### config.mk
export PLATFORM = sky130hd
export DESIGN_NAME = con_u_cmp
export DESIGN_NICKNAME = d
export VERILOG_FILES = /design/src/rtl/con_u_cmp.sv
export SDC_FILE = /design/constraint.sdc
export NUM_CORES = 1
export LEC_CHECK = 0
export CAP_MARGIN = 20
export CORE_MARGIN = 5
export CORE_UTILIZATION = 42
export CTS_BUF_LIST = sky130_fd_sc_hd__clkbuf_16
export CTS_CLUSTER_DIAMETER = 30
export CTS_CLUSTER_SIZE = 24
export DETAILED_ROUTE_END_ITERATION = 8
export PLACE_DENSITY = 0.81
export SLEW_MARGIN = 15
export SYNTH_ARGS = -nofsm -noshare
export SYNTH_HDL_FRONTEND = slang
export SYNTH_SLANG_ARGS = --single-unit
### constraint.sdc
create_clock -name clk -period 3.09 [get_ports clk]
set_clock_uncertainty 0.05 [all_clocks]
set_input_delay 0.309 -clock clk [delete_from_list [all_inputs] [get_ports clk]]
set_output_delay 0.309 -clock clk [all_outputs]
set_load 0.01 [all_outputs]
### src/rtl/con_u_cmp.sv
// Branch-condition unit: evaluates an IR condition code against the bus value
// and, for two-operand codes, against operand register A. The result is latched into con_out.
module con_u_cmp #(
    parameter int w     = 32,
    parameter int CW    = 4,
    parameter int C_LSB = 0
) (
    input  logic         clk,
    input  logic         rst,
    input  logic [w-1:0] bus,
    input  logic [w-1:0] IR,
    input  logic         a_in,
    input  logic         con_in,
    input  logic         con_clr,
    output logic         con_out,
    output logic         con_valid,
    output logic [w-1:0] a_q
);

    typedef enum logic [3:0] {
        C_NEVER  = 4'd0,
        C_ALWAYS = 4'd1,
        C_ZERO   = 4'd2,
        C_NZERO  = 4'd3,
        C_GE0    = 4'd4,
        C_LT0    = 4'd5,
        C_GT0    = 4'd6,
        C_LE0    = 4'd7,
        C_EQ     = 4'd8,
        C_NE     = 4'd9,
        C_LT_S   = 4'd10,
        C_GE_S   = 4'd11,
        C_LT_U   = 4'd12,
        C_GE_U   = 4'd13
    } cond_e;

    logic [CW-1:0] code;
    logic          b_zero;
    logic          b_neg;
    logic          a_eq;
    logic          a_lt_s;
    logic          a_lt_u;
    logic          result;

    assign code   = IR[C_LSB +: CW];
    assign b_zero = (bus == '0);
    assign b_neg  = bus[w-1];
    assign a_eq   = (a_q == bus);
    assign a_lt_u = (a_q < bus);
    // Relational signed compare: no subtraction, so there is no overflow to correct.
    assign a_lt_s = ($signed(a_q) < $signed(bus));

    always_comb begin
        result = 1'b0;
        case (code)
            C_NEVER:  result = 1'b0;
            C_ALWAYS: result = 1'b1;
            C_ZERO:   result = b_zero;
            C_NZERO:  result = !b_zero;
            C_GE0:    result = !b_neg;
            C_LT0:    result = b_neg;
            C_GT0:    result = !b_zero && !b_neg;
            C_LE0:    result = b_zero || b_neg;
            C_EQ:     result = a_eq;
            C_NE:     result = !a_eq;
            C_LT_S:   result = a_lt_s;
            C_GE_S:   result = !a_lt_s;
            C_LT_U:   result = a_lt_u;
            C_GE_U:   result = !a_lt_u;
            default:  result = 1'b0;
        endcase
    end

    always_ff @(posedge clk) begin
        if (rst) begin
            con_out   <= 1'b0;
            con_valid <= 1'b0;
            a_q       <= '0;
        end else begin
            if (con_in) begin
                con_out   <= result;
                con_valid <= 1'b1;
            end else if (con_clr) begin
                con_out   <= 1'b0;
                con_valid <= 1'b0;
            end
            if (a_in) begin
                a_q <= bus;
            end
        end
    end

endmodule

# Word level (Yosys, flattened, before mapping)
# Cells that the tools add are included.
totals:
  regBits: 34
  input_bits: 69
  out_inout_bits: 34
  word_cells: 32
classes:
  magnitude_cmp: 2
  eq_ne: 14
  muxes: 4
  n_reduce_logical: 9
op_table:
  columns: ["op", "n"]
  rows:
  - ["less-than comparator 32 bit", 2]
  - ["equality test 32 bit", 1]
  - ["logical NOT 32 bit", 1]
  - ["equality test 4 bit (second input constant)", 6]
  - ["equality test 4 x 3 -> 1 bit (second input constant)", 4]
  - ["one-hot mux 1 bit (13 select lines)", 1]
  - ["equality test 4 x 2 -> 1 bit (second input constant)", 2]
  - ["logical NOT 1 bit", 5]
  - ["equality test 4 x 1 -> 1 bit (second input constant)", 1]
  - ["two-way mux 1 bit", 3]
  - ["nonzero test 2 bit", 1]
  - ["logical AND 1 bit", 1]
  - ["logical OR 1 bit", 1]

# Logic depth before layout (Yosys ltp)
# Gate-level depths: netlist of the first run.
logic_depth:
  ltp_word: 5
  mapped_depth: 10
  mapped_depth_nobuf: 10

# Worst setup path before layout of the first run
# OpenSTA, ideal clock, no wires.
synth_path:
  path_type: "register to register"
  start: "register a_q[5]"
  end: "register con_out"
  t_arrival_ns: 2.034
  setup_slack_ns: 0.886
  stages_incl_launch_ff: 10
  path_buffers: 0
  period_less_slack_ns: 2.204
  cell_sequence: "dfxtp_1 -> ha_1 -> a21oi_1 -> o21ai_0 -> a221oi_1 -> o221ai_2 -> a22oi_2 -> mux2_4 -> a21oi_2 -> o21ai_1"
synth_between:
  elab_chain_len: 4
synth_lines:
  columns: ["item", "line_no", "text"]
  rows:
  - ["start: declaration", "17", "output logic [w-1:0] a_q"]
  - ["start signal: assignment", "88", "a_q <= bus;"]
  - ["less-than comparator 32 bit (tied with other cells)", "49", "assign a_lt_u = (a_q < bus);"]
  - ["logical NOT 1 bit, on equally long branches", "69, 65, 67", null]
  - ["one-hot mux 1 bit (13 select lines) (*)", "55", "case (code)"]
  - ["two-way mux 1 bit (*)", "80", "if (con_in) begin"]
  - ["end signal: assignment", "81", "con_out <= result;"]
  - ["end: declaration", "15", "output logic con_out,"]
# Every way passes the cells marked *; elsewhere a longest branch is shown, timed or not.
# A chain may end at the register's enable or synchronous reset.

# Worst setup path after layout of the first run
layout_path:
  start: "input port bus[5]"
  end: "register con_out"
layout_between:
  elab_chain_len: 5
layout_lines:
  columns: ["item", "line_no", "text"]
  rows:
  - ["start: declaration", "10", "input logic [w-1:0] bus,"]
  - ["branches (longest 3 deep; another with less-than comparator 32 bit)", null, null]
  - ["one-hot mux 1 bit (13 select lines) (*)", "55", null]
  - ["two-way mux 1 bit (*)", "80", null]
# Every way passes the cells marked *.

==> results.md, run 1 <==
* Initial antenna violation count at 0
* Peak supply drop at about 0.32 mV
* Largest net degree at the start of global routing at 35
* DRC errors left at 0
* Arrival @ worst endpoint at 2.70 ns
* # IOs at about 100
* Setup WS pre-CTS at approximately 0.16 ns
* Area Overhead vs Synth at 41.8%
* DRT antenna net count at 0
* DP Wirelength at 4380 um
* CP Launch Type: input pin
* Sequential fraction of the synthesis area at a little under a third
* Status: completed
* Number of enable flip-flop cells after synthesis at 0
* Buffers added on ports at 74
* All-Layer GR Usage at 16.2%
* TritonCTS clock tree: yes
* Die Wd at about 83 um
* Clock root cell: clkbuf_16
* Core ar. at a little over 0.005 mm^2
* Die height at a little over 80 um
* Combinational share of power at between 20% and 30%
* Worst-case clock buffer depth at 2
* Post-CTS resize count at 0
* WS Path Type: in -> reg
* Vias at around 2.0k
* Adder-cell share of the synthesized area at 17.9%
* Layout fillers at 476
* Mapped Avg Cell Area at around 8.6 um^2
* Slew Limit Fails at 0
* RSZ-0062 raised after global routing: no
* Die area at about 0.007 mm^2
* Worst skew pair latency at between 0.2 and 0.3 ns
* Post-CTS setup buffer count at 0
* Inserted Diodes at 0
* Mapped Cells at 260
* Post-route cell area at between 0.003 and 0.004 mm^2
* Power Density at 392 mW/mm^2
* Worst slew pin tran at approximately 0.95 ns
* Clock slew at reported path FFs at 0.05 ns
* Nets at approximately 440
* LEAKAGE at 1.50 nW
* DRT iter0 DRCs at slightly below 60
* Final WS setup at about 0.50 ns
* Tcrit/Tclk final at a little over four fifths
* Syn Nets at approximately 360
* TritonRoute pass-1 iters at 4
* Worst Path Required at 3.20 ns
* Top_reg_cell synth: dfxtp_1
* MaxCap Viol Count at 0
* Fmax at 385 MHz
* Total wire length at approximately 5500 um
* Seq pwr share at 39.2%
* Initial core utilization at a little over two fifths
* # rows at 26
* Worst hold-check path type: reg -> reg
* Complex-gate fraction of the synthesized area at around 8.3%
* Hold Buf Count CTS at 0
* NetSw at around 0.00032 W
* Clock share of power at approximately 37%
* Net Sw Frac at between 20% and 30%
* GP Congestion at about 0.75
* Placed Area at 0.00303 mm^2
* Clock sinks at 34
* Int Pwr at 0.000918 W
* Synth Area in XOR/XNOR at less than 1%
* Critical R2R Launch: a_q[5]
* Ys Warns at 0
* Post-Synth Simple-Gate Area at 19.1%
* Finish-stage setup viols at 0
* Worst slew margin at 36.5%
* Final min period at around 2.6 ns
* Yosys reg bits at 34
* Worst hold stages at 2
* CP endpoint kind: flop
* Synth unique cells at 37
* Hold_ws at 0.444 ns
* Global route overflow at 0
* Wirelength per Cell at 13.7 um
* Vias in the first global route at about 2.1k
* H-tree lvl count at 2
* Share of post-route cells with drive strength above 1 at under 10%
* Mux cell area share after synthesis at 15.9%
* Worst Reg2Reg Path Length in Cells at 9
* Synthesized cell area at ~0.0022 mm^2
* Crit-path max FO at 3
* First-pass GRT wire length at between 9000 and 10000 um
* Hold wc startpoint: con_valid
* Critical Path Source: bus[5]
* Ys async rst share at 0%
* Total Neg Setup Slack at 0 ns
* Cts bufs inserted at 5
* Main combinational cell family by area after synthesis: simple AND/OR/NAND/NOR gates
* Hold Vio Cnt, Final at 0
* Vias per Instance at between 5 and 6
layout make-up:
type	instances	area [um^2]	area share (%)
Inverter	36	135	4.27
Clock buffer	5	125	3.95
Clock inverter	2	7.51	0.237
Timing Repair Buffer	75	743	23.5
Sequential cell	34	681	21.5
Tap cell	70	87.6	2.77
Multi-Input combinational cell	182	1390	43.8
power groups by stage:
stage	sequential [W]	clock [W]	combinational (W)
floorplan	0.000505	0	0.000143
global placement	0.000495	0	0.000295
detailed placement	0.000496	0	0.000303
CTS	0.000487	0.000468	0.000305
global route	0.000491	0.000484	0.000336
finish	0.000487	0.000453	0.000302
routing by layer:
metal,share of wire (%),global-route usage [%]
met1,45,18.7
met2,51,29.9
met3,4.0,3.56
met4,0.34,4.16
met5,0,0
sequential cells by signal, summed over array words and instances, names as in the netlist:
register   flops
a_q           32
con_out        1
con_valid      1
cells by family after synthesis:
logic type      after synthesis
compound gates               30
xor+xnor                      2
fa+ha+maj                    32
buf+inv                      44
flops                        34
mux                          35
simple gates                 83
worst paths after layout:
check / to / slack (ns)
hold reg to reg: con_valid / 0.44
setup / recovery: con_out / 0.50
hold / removal: con_valid / 0.44
setup reg to reg: con_out / 0.81
synth_stat cells (all sizes together), types with 2 or more instances:
| cell type | count | area, um^2 |
|---|---|---|
| nor4 | 8 | 50.1 |
| buf | 3 | 11.3 |
| nor2b | 3 | 18.8 |
| and4 | 3 | 26.3 |
| clkbuf | 5 | 18.8 |
| nor3 | 2 | 15.0 |
| nor2 | 39 | 146 |
| ha | 32 | 400 |
| inv | 36 | 135 |
| nand3 | 4 | 25.0 |
| nand2 | 8 | 32.5 |
| o21ai | 6 | 30.0 |
| dfxtp | 34 | 681 |
| nor4b | 2 | 17.5 |
| xnor2 | 2 | 17.5 |
| a221oi | 2 | 17.5 |
| mux2i | 34 | 340 |
| nand4 | 7 | 43.8 |
| a21oi | 17 | 88.8 |
worst max-delay path, stage by stage:
cell and delay, ns:
clkdlybuf4s50_1 0.53, inv_1 0.06, ha_1 0.31, a21oi_1 0.14, o21ai_0 0.08, a221oi_1 0.35
o221ai_2 0.16, a22oi_2 0.24, mux2_4 0.32, a21oi_2 0.13, o21ai_1 0.06
per-stage QoR:
step | utilization, % | std cells | power, W
floorplan | - | 260 | 0.000648
global placement | 59.0 | 397 | 0.000790
detailed placement | 59.0 | 397 | 0.000799
CTS | 61.6 | 404 | 0.00126
global route | 61.6 | 404 | 0.00131
finish | 61.6 | 404 | 0.00124
layout by cell type, fill, tap and decap left out, drive strengths merged:
master,synthesis,layout
a211oi,1,1
a21o,1,1
a21oi,17,17
a221oi,2,2
a22oi,1,1
a31oi,1,1
and2,1,1
and3,1,1
and4,3,3
buf,3,2
clkbuf,5,5
clkdlybuf4s50,0,73
dfxtp,34,34
ha,32,32
inv,36,38
mux2,1,1
mux2i,34,34
nand2,8,8
nand2b,1,1
nand3,4,4
nand3b,1,1
nand4,7,7
nor2,39,39
nor2b,3,3
nor3,2,2
nor3b,1,1
nor4,8,8
nor4b,2,2
o21ai,6,6
o221ai,1,1
or2,1,1
or4,1,1
xnor2,2,2
Note: power is estimated with default switching activity, not from simulation.
==> inputs of run 2 (changes only) <==
Settings changed: CORE_UTILIZATION 42 to 38, PLACE_DENSITY 0.81 to 0.78.
Clock period 3.09 ns to 2.1 ns, I/O delays scaled along.
==> run 2 against run 1 <==
The flow now finishes with violations (setup timing). Die area is 9.2% higher. Via count is 14% higher. Flip-flop and latch count stayed put. Final area is 23% higher. Sequential share of layout area is 3.5 points lower. Combinational power is 100% higher. Final cell count is 16% higher.
==> results.md, run 2 (synthesis results as in run 1) <==
* Worst slew margin at around 74%
* First-pass GRT wire length at between 10000 and 15000 um
* CP max stage cell: clkdlybuf4s50_1
* Clock root cell: clkbuf_16
* DRC errors left at 0
* Vias at approximately 2.3k
* Global route overflow at 0
* Worst-case clock buffer depth at 2
* Worst Reg2Reg Path Length in Cells at 8
* Nets at about 490
* Power Density at roughly 540 mW/mm^2
* Failing checks: setup timing
* Final min period at between 2 and 2.5 ns
* Vias per Instance at 4.96
* DP Wirelength at just over 5000 um
* Vias in the first global route at ~2.4k
* Die height at just under 90 um
* Crit-path max FO at 3
* Top reg by flops: a_q
* Fmax at ~450 MHz
* TritonCTS clock tree: yes
* Net Sw Frac at a little over a quarter
* Critical Path Source: bus[22]
* WP depth at 10
* Total wire length at about 6600 um
* Buffers added on ports at 74
* # IOs at 103
* Initial antenna violation count at 0
* Finish-stage setup viols at 1
* Core ar. at about 0.0058 mm^2
* Tcrit/Tclk final at 105%
* CP endpoint kind: flop
* Clock share of power at between 30% and 40%
* Max reg flops at 32
* Total Neg Setup Slack at -0.108 ns
* DRT antenna net count at 0
* Wirelength per Cell at roughly 14 um
* Worst skew pair latency at roughly 0.28 ns
* Peak supply drop at approximately 0.43 mV
* RSZ-0062 raised after global routing: yes
* Tot Pwr at approximately 0.0021 W
* Hold Buf Count CTS at 0
* Clock slew at reported path FFs at 0.05 ns
* Area Overhead vs Synth at 74.1%
* Cts bufs inserted at 5
* Final WS setup at -0.108 ns
* Largest net degree at the start of global routing at 34
* Highest-count cells in the layout ignoring fill and taps: 58 x clkdlybuf4s50_1, 57 x buf_4, 39 x nor2_1
* All-Layer GR Usage at between 10% and 20%
* Die area at approximately 0.0075 mm^2
* Worst hold stages at 4
* Crit-path leading delay family: buffers and inverters
* Share of post-route cells with drive strength above 1 at between 20% and 30%
* MaxCap Viol Count at 0
* Critical R2R Launch: a_q[11]
* Hold Vio Cnt, Final at 0
* Int Pwr at between 0.0015 and 0.002 W
* Placed cell count at 457
* Setup WS pre-CTS at -0.579 ns
* LEAKAGE at approximately 1.9 nW
* Hold_ws at approximately 0.28 ns
* CP Launch Type: input pin
* CP peak stage delay at approximately 0.57 ns
* WS Path Type: in -> reg
* NetSw at around 0.00057 W
* GP Congestion at 0.739
* Initial core utilization at a little under two fifths
* Worst slew pin tran at 0.390 ns
* Die Wd at approximately 87 um
* Hold wc startpoint: bus[1]
* Combinational share of power at ~29%
* Final cell count without fillers at 467
* Clock sinks at 34
* Crit path buf inv count at 2
* TritonRoute pass-1 iters at 4
* Inserted Diodes at 0
* Seq pwr share at 34.1%
* Biggest regs: a_q x32, con_out x1, con_valid x1
* Worst hold-check path type: in -> reg
* Most common cell after layout, fill and taps aside: clkdlybuf4s50_1
* Worst Path Required at 2.21 ns
* Status: complete, but fails checks
* Arrival @ worst endpoint at between 2 and 2.5 ns
* # rows at 28
* Crit-path cells: clkdlybuf4s50_1 > inv_1 > ha_1 > and4_1 > nand2_1 > nor3_2 > a22oi_2 > mux2_4 > a21oi_2 > o21ai_1
* Slew Limit Fails at 0
* DRT iter0 DRCs at 54
* H-tree lvl count at 2
==> run 2: layer usage <==
| metal | GRT usage (%) | share of wire (%) |
|---|---|---|
| met2 | 33.3 | 52 |
| met1 | 21.1 | 42 |
| met3 | 3.04 | 4.0 |
| met5 | 0 | 0 |
| met4 | 5.67 | 1.5 |
==> run 2: cell type report <==
cell class | instances | area, um^2
tap | 75 | 93.8
timing repair buffer | 132 | 1180
multi-input combinational | 182 | 1620
inverter | 36 | 135
sequential | 34 | 699
fill | 473 | 1930
clock buffer | 6 | 150
clock inverter | 2 | 11.3
==> run 2: power by group through the flow <==
stage                     registers, W  clock network, W  logic, W
after detailed placement      0.000730                 0  0.000559
after floorplan               0.000747                 0  0.000222
final                         0.000719          0.000788  0.000603
after global routing          0.000724          0.000835  0.000660
after CTS                     0.000717          0.000805  0.000575
after global placement        0.000729                 0  0.000540
==> run 2: final timing paths <==
check             slack (ns)   endpoint
setup / recovery       -0.11    con_out
hold / removal          0.28     a_q[1]
setup reg to reg       -0.10    con_out
hold reg to reg         0.47  con_valid
==> run 2: through the flow <==
step	util, %	area [um^2]
finish	66.8	3880
detailed placement	61.3	3560
CTS	64.8	3770
global placement	61.3	3560
global route	66.8	3880
floorplan	-	2330
==> run 2: worst reg2reg max path: stages (launching register included) <==
cell and delay [ns]:
dfxtp_4 0.35, ha_4 0.27, nand4_1 0.10, or4_4 0.51, o221ai_4 0.19, a22oi_2 0.12, mux2_4 0.31, a21oi_2 0.12
o21ai_1 0.07
==> run 2: what timing repair did <==
item | 4_1_cts | 5_1_grt
endpoints found under the setup margin | 1 | 1
setup buffers | 2 | 0
resized for setup | 28 | 20
pin swaps | 10 | 10
==> inputs of run 3 (changes only) <==
--- a/config.mk
+++ b/config.mk
@@ -14,3 +14,3 @@
 export DETAILED_ROUTE_END_ITERATION = 8
-export PLACE_DENSITY = 0.78
+export PLACE_DENSITY = 0.89
 export SLEW_MARGIN = 15
==> constraint.sdc (replaced) <==
create_clock -name clk -period 2.1 [get_ports clk]
set_clock_uncertainty 0.05 [all_clocks]
set_input_delay 0.42 -clock clk [delete_from_list [all_inputs] [get_ports clk]]
set_output_delay 0.42 -clock clk [all_outputs]
set_load 0.01 [all_outputs]
==> run 3 against run 2 <==
The run still ends with setup timing left. Via count increased by 5.8%. Total power shrank 2.1%. Utilization increased by 2.2 points. Non-clock buffer count increased by 6. Sequential share of layout area fell by 0.87 points. Routed wire length grew 13%. Worst setup slack got worse by 0.041 ns. Flip-flop and latch count is the same.
==> results.md, run 3 (synthesis results as in run 1) <==
* Status: complete, but fails checks
* Failing checks: setup timing
* Max reg flops at 32
* Die Wd at between 80 and 90 um
* Clock root cell: clkbuf_16
* Largest net degree at the start of global routing at 34
* # IOs at 103
* Core ar. at just under 0.006 mm^2
* Buffers added on ports at 74
* Crit-path max FO at 2
* Arrival @ worst endpoint at 2.37 ns
* Initial antenna violation count at 0
* Power Density at between 500 and 600 mW/mm^2
* Peak supply drop at 0.329 mV
* DP Wirelength at around 5500 um
* Tot Pwr at a little over 0.002 W
* All-Layer GR Usage at between 10% and 20%
* Hold wc startpoint: bus[30]
* Worst skew pair latency at 0.28 ns
* Nets at between 400 and 500
* Wirelength per Cell at between 15 and 20 um
* Total wire length at about 7500 um
* DRT antenna net count at 0
* First-pass GRT wire length at 11700 um
* H-tree lvl count at 2
* Worst r2r dst: con_out
* TritonCTS clock tree: yes
* Vias per Instance at 5.18
* Initial core utilization at 38.4%
* Hold Buf Count CTS at 0
* Fmax at 445 MHz
* Final min period at approximately 2.2 ns
* TritonRoute pass-1 iters at 4
* Worst hold-check path type: in -> reg
* Cts bufs inserted at 5
* # rows at 28
* Area Overhead vs Synth at 79.7%
* DRC errors left at 0
* Worst Path Required at between 2 and 2.5 ns
* Vias at 2449
* Slew Limit Fails at 0
* MaxCap Viol Count at 0
* Worst Reg2Reg Path Length in Cells at 8
* DRT iter0 DRCs at 57
* Highest-count cells in the layout ignoring fill and taps: 63 x buf_4, 45 x clkdlybuf4s50_1, 38 x nor2_1
* CP Launch Type: input pin
* WS Path Type: in -> reg
* Most common cell after layout, fill and taps aside: buf_4
* Hold_ws at approximately 0.44 ns
* Biggest regs: a_q x32, con_out x1, con_valid x1
* Worst slew margin at about 75%
* Global route overflow at 0
* CP endpoint kind: flop
* RSZ-0062 raised after global routing: yes
* Hold EP: a_q[30]
* Finish-stage setup viols at 1
* Worst-case clock buffer depth at 2
* Final WS setup at -0.149 ns
* Total Neg Setup Slack at -0.149 ns
* LEAKAGE at slightly below 2 nW
* Worst slew pin tran at between 0.3 and 0.4 ns
* Critical R2R Launch: a_q[10]
* Clock sinks at 34
* Inserted Diodes at 0
* Die height at 86.6 um
* GP Congestion at approximately 0.78
* Worst hold stages at 3
* Die area at approximately 0.0075 mm^2
* Vias in the first global route at around 2.7k
* Tcrit/Tclk final at 107%
* Clock slew at reported path FFs at around 0.050 ns
* R2R Setup Slk at -0.13 ns
* Top reg by flops: a_q
* Fin util at between 60% and 70%
* Hold Vio Cnt, Final at 0
* Share of post-route cells with drive strength above 1 at 37.2%
[run 3: cell count changes in the layout (fill, tap and decap cells not counted), sizes merged]
cell | before | now
clkinvlp | 1 | 0
dlygate4sd2 | 12 | 4
buf | 59 | 72
dlymetal6s2s | 3 | 12
clkinv | 0 | 2
clkdlybuf4s50 | 58 | 45
clkbuf | 6 | 9
clkdlybuf4s15 | 0 | 1
[run 3: cell type report]
type | count | area, um^2
repair buffers | 138 | 1200
clock buffers | 5 | 125
flip-flops and latches | 34 | 687
fillers | 457 | 1810
multi-input cells | 182 | 1740
clock inverters | 3 | 12.5
inverters | 36 | 153
well taps | 75 | 93.8
[run 3: worst max path at each step]
stage,to,from,cells after the start
2_1_floorplan,con_out,bus[10],9
3_3_place_gp,con_out,bus[10],10
3_5_place_dp,con_out,bus[10],10
4_1_cts,con_out,a_q[13],8
5_1_grt,con_out,bus[24],11
6_report,con_out,bus[24],9
[run 3: what timing repair did]
item,4_1_cts,5_1_grt
pin swaps,20,20
gates resized for setup,56,46
endpoints found under the setup margin,1,1
buffers inserted,3,0
[run 3: stage by stage]
step | area [um^2] | instances | worst slack (ns)
after detailed placement | 3650 | 462 | -0.879
final | 4010 | 473 | -0.149
after CTS | 3900 | 473 | -0.196
after floorplan | 2380 | 260 | -0.0999
after global placement | 3650 | 462 | -0.798
after global routing | 4010 | 473 | -0.312
[run 3: worst max-delay path, cell delays in order]
cell,delay [ns]
clkdlybuf4s50_1,0.50
inv_1,0.06
ha_1,0.29
nand4_1,0.19
nor3_4,0.27
a22oi_2,0.13
mux2_4,0.31
a21oi_2,0.12
o21ai_1,0.07
[run 3: power breakdown]
group	total, W	leakage (nW)	switching [W]	internal, W
Clock	0.000702	0.0724	0.000273	0.000428
Sequential	0.000726	0.282	0.0000405	0.000685
Combinational	0.000638	1.59	0.000279	0.000359
Total	0.00207	1.94	0.000593	0.00147
[run 3: layer usage]
layer	wire, um	GRT usage (%)
met5	0	0
met4	211	6.37
met3	365	3.71
met2	4050	38.2
met1	2860	20.9
